**config.mk**
```make
export PLATFORM = sky130hd
export DESIGN_NAME = mch_tx_sched_flat
export DESIGN_NICKNAME = d
export VERILOG_FILES = /design/src/rtl/mch_tx_sched_if.sv /design/src/rtl/mch_tx_sched.sv /design/src/flat_wrapper.sv
export SDC_FILE = /design/constraint.sdc
export NUM_CORES = 1
export LEC_CHECK = 0
export BUFFER_PORTS_ARGS = -buffer_cell sky130_fd_sc_hd__clkbuf_2
export CORE_MARGIN = 2
export CORE_UTILIZATION = 45
export DETAILED_ROUTE_END_ITERATION = 7
export GPL_TIMING_DRIVEN = 0
export HOLD_SLACK_MARGIN = 0.12
export MAX_ROUTING_LAYER = met4
export PLACE_DENSITY = 0.8
export SETUP_SLACK_MARGIN = 0.05
export SLEW_MARGIN = 20
export SYNTH_ARGS = -nofsm -noshare
export SYNTH_HDL_FRONTEND = slang
export SYNTH_SLANG_ARGS = --single-unit
```
**constraint.sdc**
```tcl
create_clock -name clk -period 2.6 [get_ports clk]
set_input_delay 0.52 -clock clk [delete_from_list [all_inputs] [get_ports clk]]
set_output_delay 0.52 -clock clk [all_outputs]
set_load 0.01 [all_outputs]
```
**src/rtl/mch_tx_sched_if.sv**
```systemverilog
// Requester/transmitter-side signal bundle for the Manchester TX frame scheduler.
interface mch_tx_sched_if;
  logic        en;
  logic        req0, req1;
  logic [31:0] data0, data1;
  logic        ack0, ack1;
  logic        done0, done1;
  logic        start;
  logic [7:0]  pd0, pd1, pd2, pd3;
  logic        busy;
  logic        gnt_id;

  modport slave (
    input  en, req0, data0, req1, data1,
    output ack0, ack1, done0, done1, start, pd0, pd1, pd2, pd3, busy, gnt_id
  );

  modport master (
    output en, req0, data0, req1, data1,
    input  ack0, ack1, done0, done1, start, pd0, pd1, pd2, pd3, busy, gnt_id
  );
endinterface

```
**src/rtl/mch_tx_sched.sv**
```systemverilog
// Round-robin scheduler sharing one Manchester transmitter between two requesters.
// Latches the winner's payload, pulses start, then holds off for frame + guard gap.
module mch_tx_sched #(
  parameter int FRAME_CYCLES = 7000,
  parameter int GAP_CYCLES   = 200,
  parameter int CNT_W        = 16
) (
  input  logic           clk,
  input  logic           rst,
  mch_tx_sched_if.slave  bus
);

  typedef enum logic [2:0] {IDLE, LOAD, START, XMIT, GAP} state_t;

  localparam logic [CNT_W-1:0] FRAME_LD = CNT_W'(FRAME_CYCLES - 1);
  localparam logic [CNT_W-1:0] GAP_LD   = CNT_W'((GAP_CYCLES > 0) ? GAP_CYCLES - 1 : 0);

  state_t           state_q, state_d;
  logic [CNT_W-1:0] cnt_q, cnt_d;
  logic             last_q, last_d;
  logic             gnt_q, gnt_d;
  logic [31:0]      pd_q, pd_d;
  logic [1:0]       ack_q, ack_d;
  logic [1:0]       done_q, done_d;
  logic             start_q, start_d;
  logic             busy_q, busy_d;
  logic             win;

  // On a tie the requester not served last wins; a lone requester always wins.
  assign win = (bus.req0 & bus.req1) ? ~last_q : bus.req1;

  always_comb begin
    state_d = state_q;
    cnt_d   = cnt_q;
    last_d  = last_q;
    gnt_d   = gnt_q;
    pd_d    = pd_q;
    ack_d   = 2'b00;
    done_d  = 2'b00;
    start_d = 1'b0;
    case (state_q)
      IDLE: begin
        if (bus.en && (bus.req0 || bus.req1)) begin
          state_d = LOAD;
          gnt_d   = win;
          last_d  = win;
          pd_d    = win ? bus.data1 : bus.data0;
          ack_d   = win ? 2'b10 : 2'b01;
        end
      end
      LOAD: begin
        state_d = START;
        start_d = 1'b1;
      end
      START: begin
        state_d = XMIT;
        cnt_d   = FRAME_LD;
      end
      XMIT: begin
        if (cnt_q == '0) begin
          if (GAP_CYCLES > 0) begin
            state_d = GAP;
            cnt_d   = GAP_LD;
          end else begin
            state_d = IDLE;
            done_d  = gnt_q ? 2'b10 : 2'b01;
          end
        end else begin
          cnt_d = cnt_q - 1'b1;
        end
      end
      GAP: begin
        if (cnt_q == '0) begin
          state_d = IDLE;
          done_d  = gnt_q ? 2'b10 : 2'b01;
        end else begin
          cnt_d = cnt_q - 1'b1;
        end
      end
      default: state_d = IDLE;
    endcase
    busy_d = (state_d != IDLE);
  end

  always_ff @(posedge clk or negedge rst) begin
    if (!rst) begin
      state_q <= IDLE;
      cnt_q   <= '0;
      last_q  <= 1'b1;
      gnt_q   <= 1'b0;
      pd_q    <= '0;
      ack_q   <= 2'b00;
      done_q  <= 2'b00;
      start_q <= 1'b0;
      busy_q  <= 1'b0;
    end else begin
      state_q <= state_d;
      cnt_q   <= cnt_d;
      last_q  <= last_d;
      gnt_q   <= gnt_d;
      pd_q    <= pd_d;
      ack_q   <= ack_d;
      done_q  <= done_d;
      start_q <= start_d;
      busy_q  <= busy_d;
    end
  end

  assign bus.ack0   = ack_q[0];
  assign bus.ack1   = ack_q[1];
  assign bus.done0  = done_q[0];
  assign bus.done1  = done_q[1];
  assign bus.start  = start_q;
  assign bus.busy   = busy_q;
  assign bus.gnt_id = gnt_q;
  assign bus.pd0    = pd_q[7:0];
  assign bus.pd1    = pd_q[15:8];
  assign bus.pd2    = pd_q[23:16];
  assign bus.pd3    = pd_q[31:24];

endmodule

```
**src/flat_wrapper.sv**
```systemverilog
// flat-port wrapper written by rule: the top's interface ports become plain ports
module mch_tx_sched_flat 
#(
  parameter int FRAME_CYCLES = 7000,
  parameter int GAP_CYCLES   = 200,
  parameter int CNT_W        = 16
)
  (clk, rst, bus_en, bus_req0, bus_data0, bus_req1, bus_data1, bus_ack0, bus_ack1, bus_done0, bus_done1, bus_start, bus_pd0, bus_pd1, bus_pd2, bus_pd3, bus_busy, bus_gnt_id);
  mch_tx_sched_if bus_i ();
  input  logic clk;
  input  logic rst;
  input wire logic [$bits(bus_i.en)-1:0] bus_en;
  input wire logic [$bits(bus_i.req0)-1:0] bus_req0;
  input wire logic [$bits(bus_i.data0)-1:0] bus_data0;
  input wire logic [$bits(bus_i.req1)-1:0] bus_req1;
  input wire logic [$bits(bus_i.data1)-1:0] bus_data1;
  output wire logic [$bits(bus_i.ack0)-1:0] bus_ack0;
  output wire logic [$bits(bus_i.ack1)-1:0] bus_ack1;
  output wire logic [$bits(bus_i.done0)-1:0] bus_done0;
  output wire logic [$bits(bus_i.done1)-1:0] bus_done1;
  output wire logic [$bits(bus_i.start)-1:0] bus_start;
  output wire logic [$bits(bus_i.pd0)-1:0] bus_pd0;
  output wire logic [$bits(bus_i.pd1)-1:0] bus_pd1;
  output wire logic [$bits(bus_i.pd2)-1:0] bus_pd2;
  output wire logic [$bits(bus_i.pd3)-1:0] bus_pd3;
  output wire logic [$bits(bus_i.busy)-1:0] bus_busy;
  output wire logic [$bits(bus_i.gnt_id)-1:0] bus_gnt_id;
  assign bus_i.en = bus_en;
  assign bus_i.req0 = bus_req0;
  assign bus_i.data0 = bus_data0;
  assign bus_i.req1 = bus_req1;
  assign bus_i.data1 = bus_data1;
  assign bus_ack0 = bus_i.ack0;
  assign bus_ack1 = bus_i.ack1;
  assign bus_done0 = bus_i.done0;
  assign bus_done1 = bus_i.done1;
  assign bus_start = bus_i.start;
  assign bus_pd0 = bus_i.pd0;
  assign bus_pd1 = bus_i.pd1;
  assign bus_pd2 = bus_i.pd2;
  assign bus_pd3 = bus_i.pd3;
  assign bus_busy = bus_i.busy;
  assign bus_gnt_id = bus_i.gnt_id;
  mch_tx_sched #(.FRAME_CYCLES(FRAME_CYCLES), .GAP_CYCLES(GAP_CYCLES), .CNT_W(CNT_W)) u_core (.clk(clk), .rst(rst), .bus(bus_i));
endmodule
```
# Yosys cells after proc, flatten, opt, wreduce, memory -nomap -nowiden
# Cells that the tools add are included.
[word_totals] out_inout_bits=39 word_cells=41 input_bits=69 register_bits=59
[op_classes] eq_ne=5 n_reduce_logical=8 n_bitwise=2 addsub=1 n_mux=16
[op_table] op="$pmux W16 S3" count=1
[op_table] op="$mux W16" count=2
[op_table] op="$mux W32" count=1
[op_table] op="$logic_not A16 Y1" count=1
[op_table] op="$sub A16 B1 Y16 const B" count=1
[op_table] op="$pmux W3 S5" count=1
[op_table] op="$mux W2" count=6
[op_table] op="$mux W3" count=3
[op_table] op="$eq A3 B2 Y1 const B" count=2
[op_table] op="$reduce_bool A3 Y1" count=2
[op_table] op="$reduce_and A2 Y1" count=2
[op_table] op="$eq A3 B1 Y1 const B" count=1
[op_table] op="$eq A3 B3 Y1 const B" count=1
[op_table] op="$logic_not A3 Y1" count=1
[op_table] op="$mux W1" count=2
[op_table] op="$ne A2 B2 Y1 const B" count=1
[op_table] op="$and A1 B1 Y1" count=1
[op_table] op="$logic_and A1 B1 Y1" count=1
[op_table] op="$logic_or A1 B1 Y1" count=1
[op_table] op="$not A1 Y1" count=1

# Depth between registers and ports, before layout
[depth] depth_word=5 mapped_depth=8 ltp_nobuf=7

# Worst setup path after synthesis
# No wires, ideal clock.
[synth_timing] path_type="reg2reg" from="register u_core.cnt_q[7]" to="register u_core.cnt_q[0]" path_stages_with_launch=7 n_path_buf=1 synth_period_minus_slack_ps=2125 required_time_ps=2475 setup_ps=125 t_arrival_ps=2001 slack_ps=475 cell_sequence="dfrtp_1 or3_4 or4_4 buf_6 o21ai_4 nand2_1 mux2_2"
[synth_between] elab_chain_len=3 elab_cells_between_ends=5 classes_between="eq/ne (1); mux (2); reduce/logical (2)"
[synth_rtl] element="from (decl)" line="mch_tx_sched.sv:19" source="logic [CNT_W-1:0] cnt_q, cnt_d;"
[synth_rtl] element="from (signal assigned)" line="mch_tx_sched.sv:98" source="cnt_q <= cnt_d;"
[synth_rtl] element="$logic_not A16 Y1 (*)" line="mch_tx_sched.sv:60, mch_tx_sched.sv:73"
[synth_rtl] element="$mux W16 or $ne A2 B2 Y1 (tied branches)"
[synth_rtl] element="$pmux W16 S3 or $reduce_and A2 Y1 (tied branches)"
# Every way passes the cells marked *; elsewhere a longest branch is shown, timed or not.
# A chain may end at the register's enable or synchronous reset.

# Worst setup path in the final report
# Same ends and word-level chain as after synthesis.

==> metrics.txt <==
Worst-Skew Late Latency 0.34 ns; CTS clock-pin slew for the worst setup and hold paths 0.07 ns; core area 6280 sq um; layout cells sized above 1 33.9%; crit-path max FO 10; Clock Tree Buf Depth 2; Top delay family on crit path simple AND/OR/NAND/NOR gates; Die ar. 7080 sq um; Starting Density 46.0%; n_diodes 0; synthesized area 2890 sq um; wire per inst 16.2 microns; Inst Count DP 461; sequential area share after synthesis 51.1%; Post-Syn Nets 347; EDFF count, synth 0; Sw Pwr 0.000454 W; Crit-path slowest cell or4_4; predominant post-synthesis flop cell dfrtp_1; Resize count post-CTS 0; type of origin of the critical path register; CTS Root Cell clkbuf_8; Hold WC Path Type primary input to register; total vias in the final route 2,822; Logic pwr share 7.5%; drt drc 0; Final ANT Viol Nets 0; Ys Warns 0; die height 84.1 microns; Area Growth Syn to Fin 31.4%; Layout Cell Area excl Fill 3800 sq um; vias in the first global route 2,772; site row count 29; DRT Wirelength 7.76 mm; Synth Register Bits 59; Final Hold Viols 0; hpwl dp 5.64 mm; crit share post-route 90.1%; Syn Area/Cell 10.5 sq um; max incr delay on CP 0.49 ns; max-cap violation count 0; Placed Area 3540 sq um; pre-CTS setup slack 0.243 ns; Routability Congestion 0.917; largest net degree at the start of global routing 41; Post-Synthesis Cells 276; CTS hold repair buffers 1; sum of negative setup slack 0 ns; CTS tree yes; PwrDens 567 nW/um^2; H-Tree Depth 3; Ports 108; first-pass GRT wire length 12.8 mm; clock network fraction of total power 47.6%; DR vias/cell 5.90; Slew @ Worst Pin 0.777 ns; Worst slew margin 48.2%; I/O Buffers 107; worst path cell trace or3_4, or4_4, buf_6, o21ai_4, nand2_1, mux2_2; Internal Pwr Total 0.00170 W; Worst setup EP type register; switching share of power 21.1%; nets 467; GR Overflow Total 0; Static Leak 2.00 nW; Final Util 60.5%; Tot GR Track Use 23.1%; status completed; Finished Layout Cells 478; Final Setup Violations 0; asr flop ratio synth 100%; WP data arrival 2.55 ns; cts bufs inserted 9; Min Clock Period, post-route 2.34 ns; RSZ-0062 raised after global routing false; Die Span X 84.1 microns; final clock skew 0.00995 ns; Max VDD drop 398 uV; setup bufs post-CTS 0; initial DRC count 451; Final Max Tran Viols 0; register share of total power 44.9%; maximum clock rate 427 MHz; Worst Path Class, Setup register to register; initial antenna violation count 0; final worst slack 0.259 ns; number of buffers and inverters on the critical path 1; CTS Sinks 59; 1st-pass router iterations 7; number of fill cells in the layout 529; synth unique cells 56; worst endpoint required time 2.81 ns
==> state kept, by name, indices dropped and copies added (netlist names) <==
name	count
u_core.ack_q	2
u_core.bus.busy	1
u_core.bus.gnt_id	1
u_core.bus.start	1
u_core.cnt_q	16
u_core.done_q	2
u_core.last_q	1
u_core.pd_q	32
u_core.state_q	3
==> kinds of logic after synthesis <==
kind of cell             Yosys count  synth area share, %
AO/OA/AOI/OAI                     91                 25.9
buffers and inverters             59                 7.97
AND/OR/NAND/NOR                   59                 12.0
flip-flops                        59                 51.1
multiplexers                       5                 1.82
adder cells (fa/ha/maj)            2                0.866
XOR/XNOR                           1                0.303
==> cells in the final DEF (no fill, tap or decap), types with 7 or more instances in the layout <==
master	count
o22ai_1	7
dfrtp_1	58
inv_1	39
clkbuf_8	10
nand2_1	12
nor3_1	10
a222oi_1	33
clkbuf_2	106
nor2_1	14
clkbuf_1	20
==> power by group through the flow <==
stage          sequential [W]  combinational (W)  clock [W]
3_3_place_gp         0.000983           0.000153          0
6_report             0.000967           0.000162    0.00102
2_1_floorplan        0.000996          0.0000374          0
5_1_grt              0.000970           0.000181    0.00108
4_1_cts              0.000967           0.000164    0.00104
3_5_place_dp         0.000983           0.000163          0
==> worst paths after layout <==
| path | startpoint | endpoint | slack [ns] | depth (start not counted) |
|---|---|---|---|---|
| hold / removal | bus_data1[1] | u_core.pd_q[1] | 0.39 | 3 |
| setup reg to reg | u_core.cnt_q[7] | u_core.cnt_q[0] | 0.26 | 6 |
| max in group asynchronous | rst | u_core.last_q | 1.37 | 3 |
| min in group asynchronous | rst | u_core.pd_q[6] | 0.67 | 2 |
| setup / recovery | u_core.cnt_q[7] | u_core.cnt_q[0] | 0.26 | 6 |
| hold reg to reg | u_core.pd_q[9] | u_core.pd_q[9] | 0.51 | 2 |
==> area by class of cell <==
cell class | instances | area, sq um | area share (%)
tap | 77 | 96.3 | 2.54
clock buffer | 12 | 145 | 3.82
inverter | 39 | 146 | 3.86
sequential | 59 | 1480 | 38.9
multi-input combinational | 158 | 1180 | 31.1
clock inverter | 4 | 97.6 | 2.57
buffer | 20 | 83.8 | 2.21
timing repair buffer | 109 | 568 | 15.0
==> worst register-to-register path, stage by stage, from the launching register on <==
cell     delay, ns
dfrtp_1       0.46
or3_4         0.45
or4_4         0.49
buf_6         0.16
o21ai_4       0.31
nand2_1       0.09
mux2_2        0.27
==> routing by layer <==
metal	global-route usage [%]	routed length [microns]	vias up
met5	-	0	-
met4	11.1	241	0
met3	3.96	523	29
met2	36.3	3770	145
met1	28.9	3220	1351
li1	-	-	1297
==> synthesized netlist by cell type, types with 5 or more instances <==
cell / n / area [sq um]
a222oi_1: 33 / 330
clkbuf_1: 18 / 67.6
o21ai_1: 5 / 25.0
nor3_1: 10 / 50.1
a31oi_1: 5 / 31.3
dfrtp_1: 58 / 1450
inv_1: 39 / 146
nand2_1: 12 / 45.0
a21oi_1: 6 / 30.0
o21ai_0: 6 / 30.0
o22ai_1: 7 / 43.8
nor2_1: 14 / 52.6
==> through the flow <==
| stage | hold slack (ns) | total power (W) |
|---|---|---|
| final | 0.388 | 0.00215 |
| after global routing | 0.392 | 0.00223 |
| after CTS | 0.378 | 0.00217 |
| after detailed placement | 0.448 | 0.00115 |
| after global placement | 0.490 | 0.00114 |
| after floorplan | 0.224 | 0.00103 |
Power figures use the tool's default switching activity.
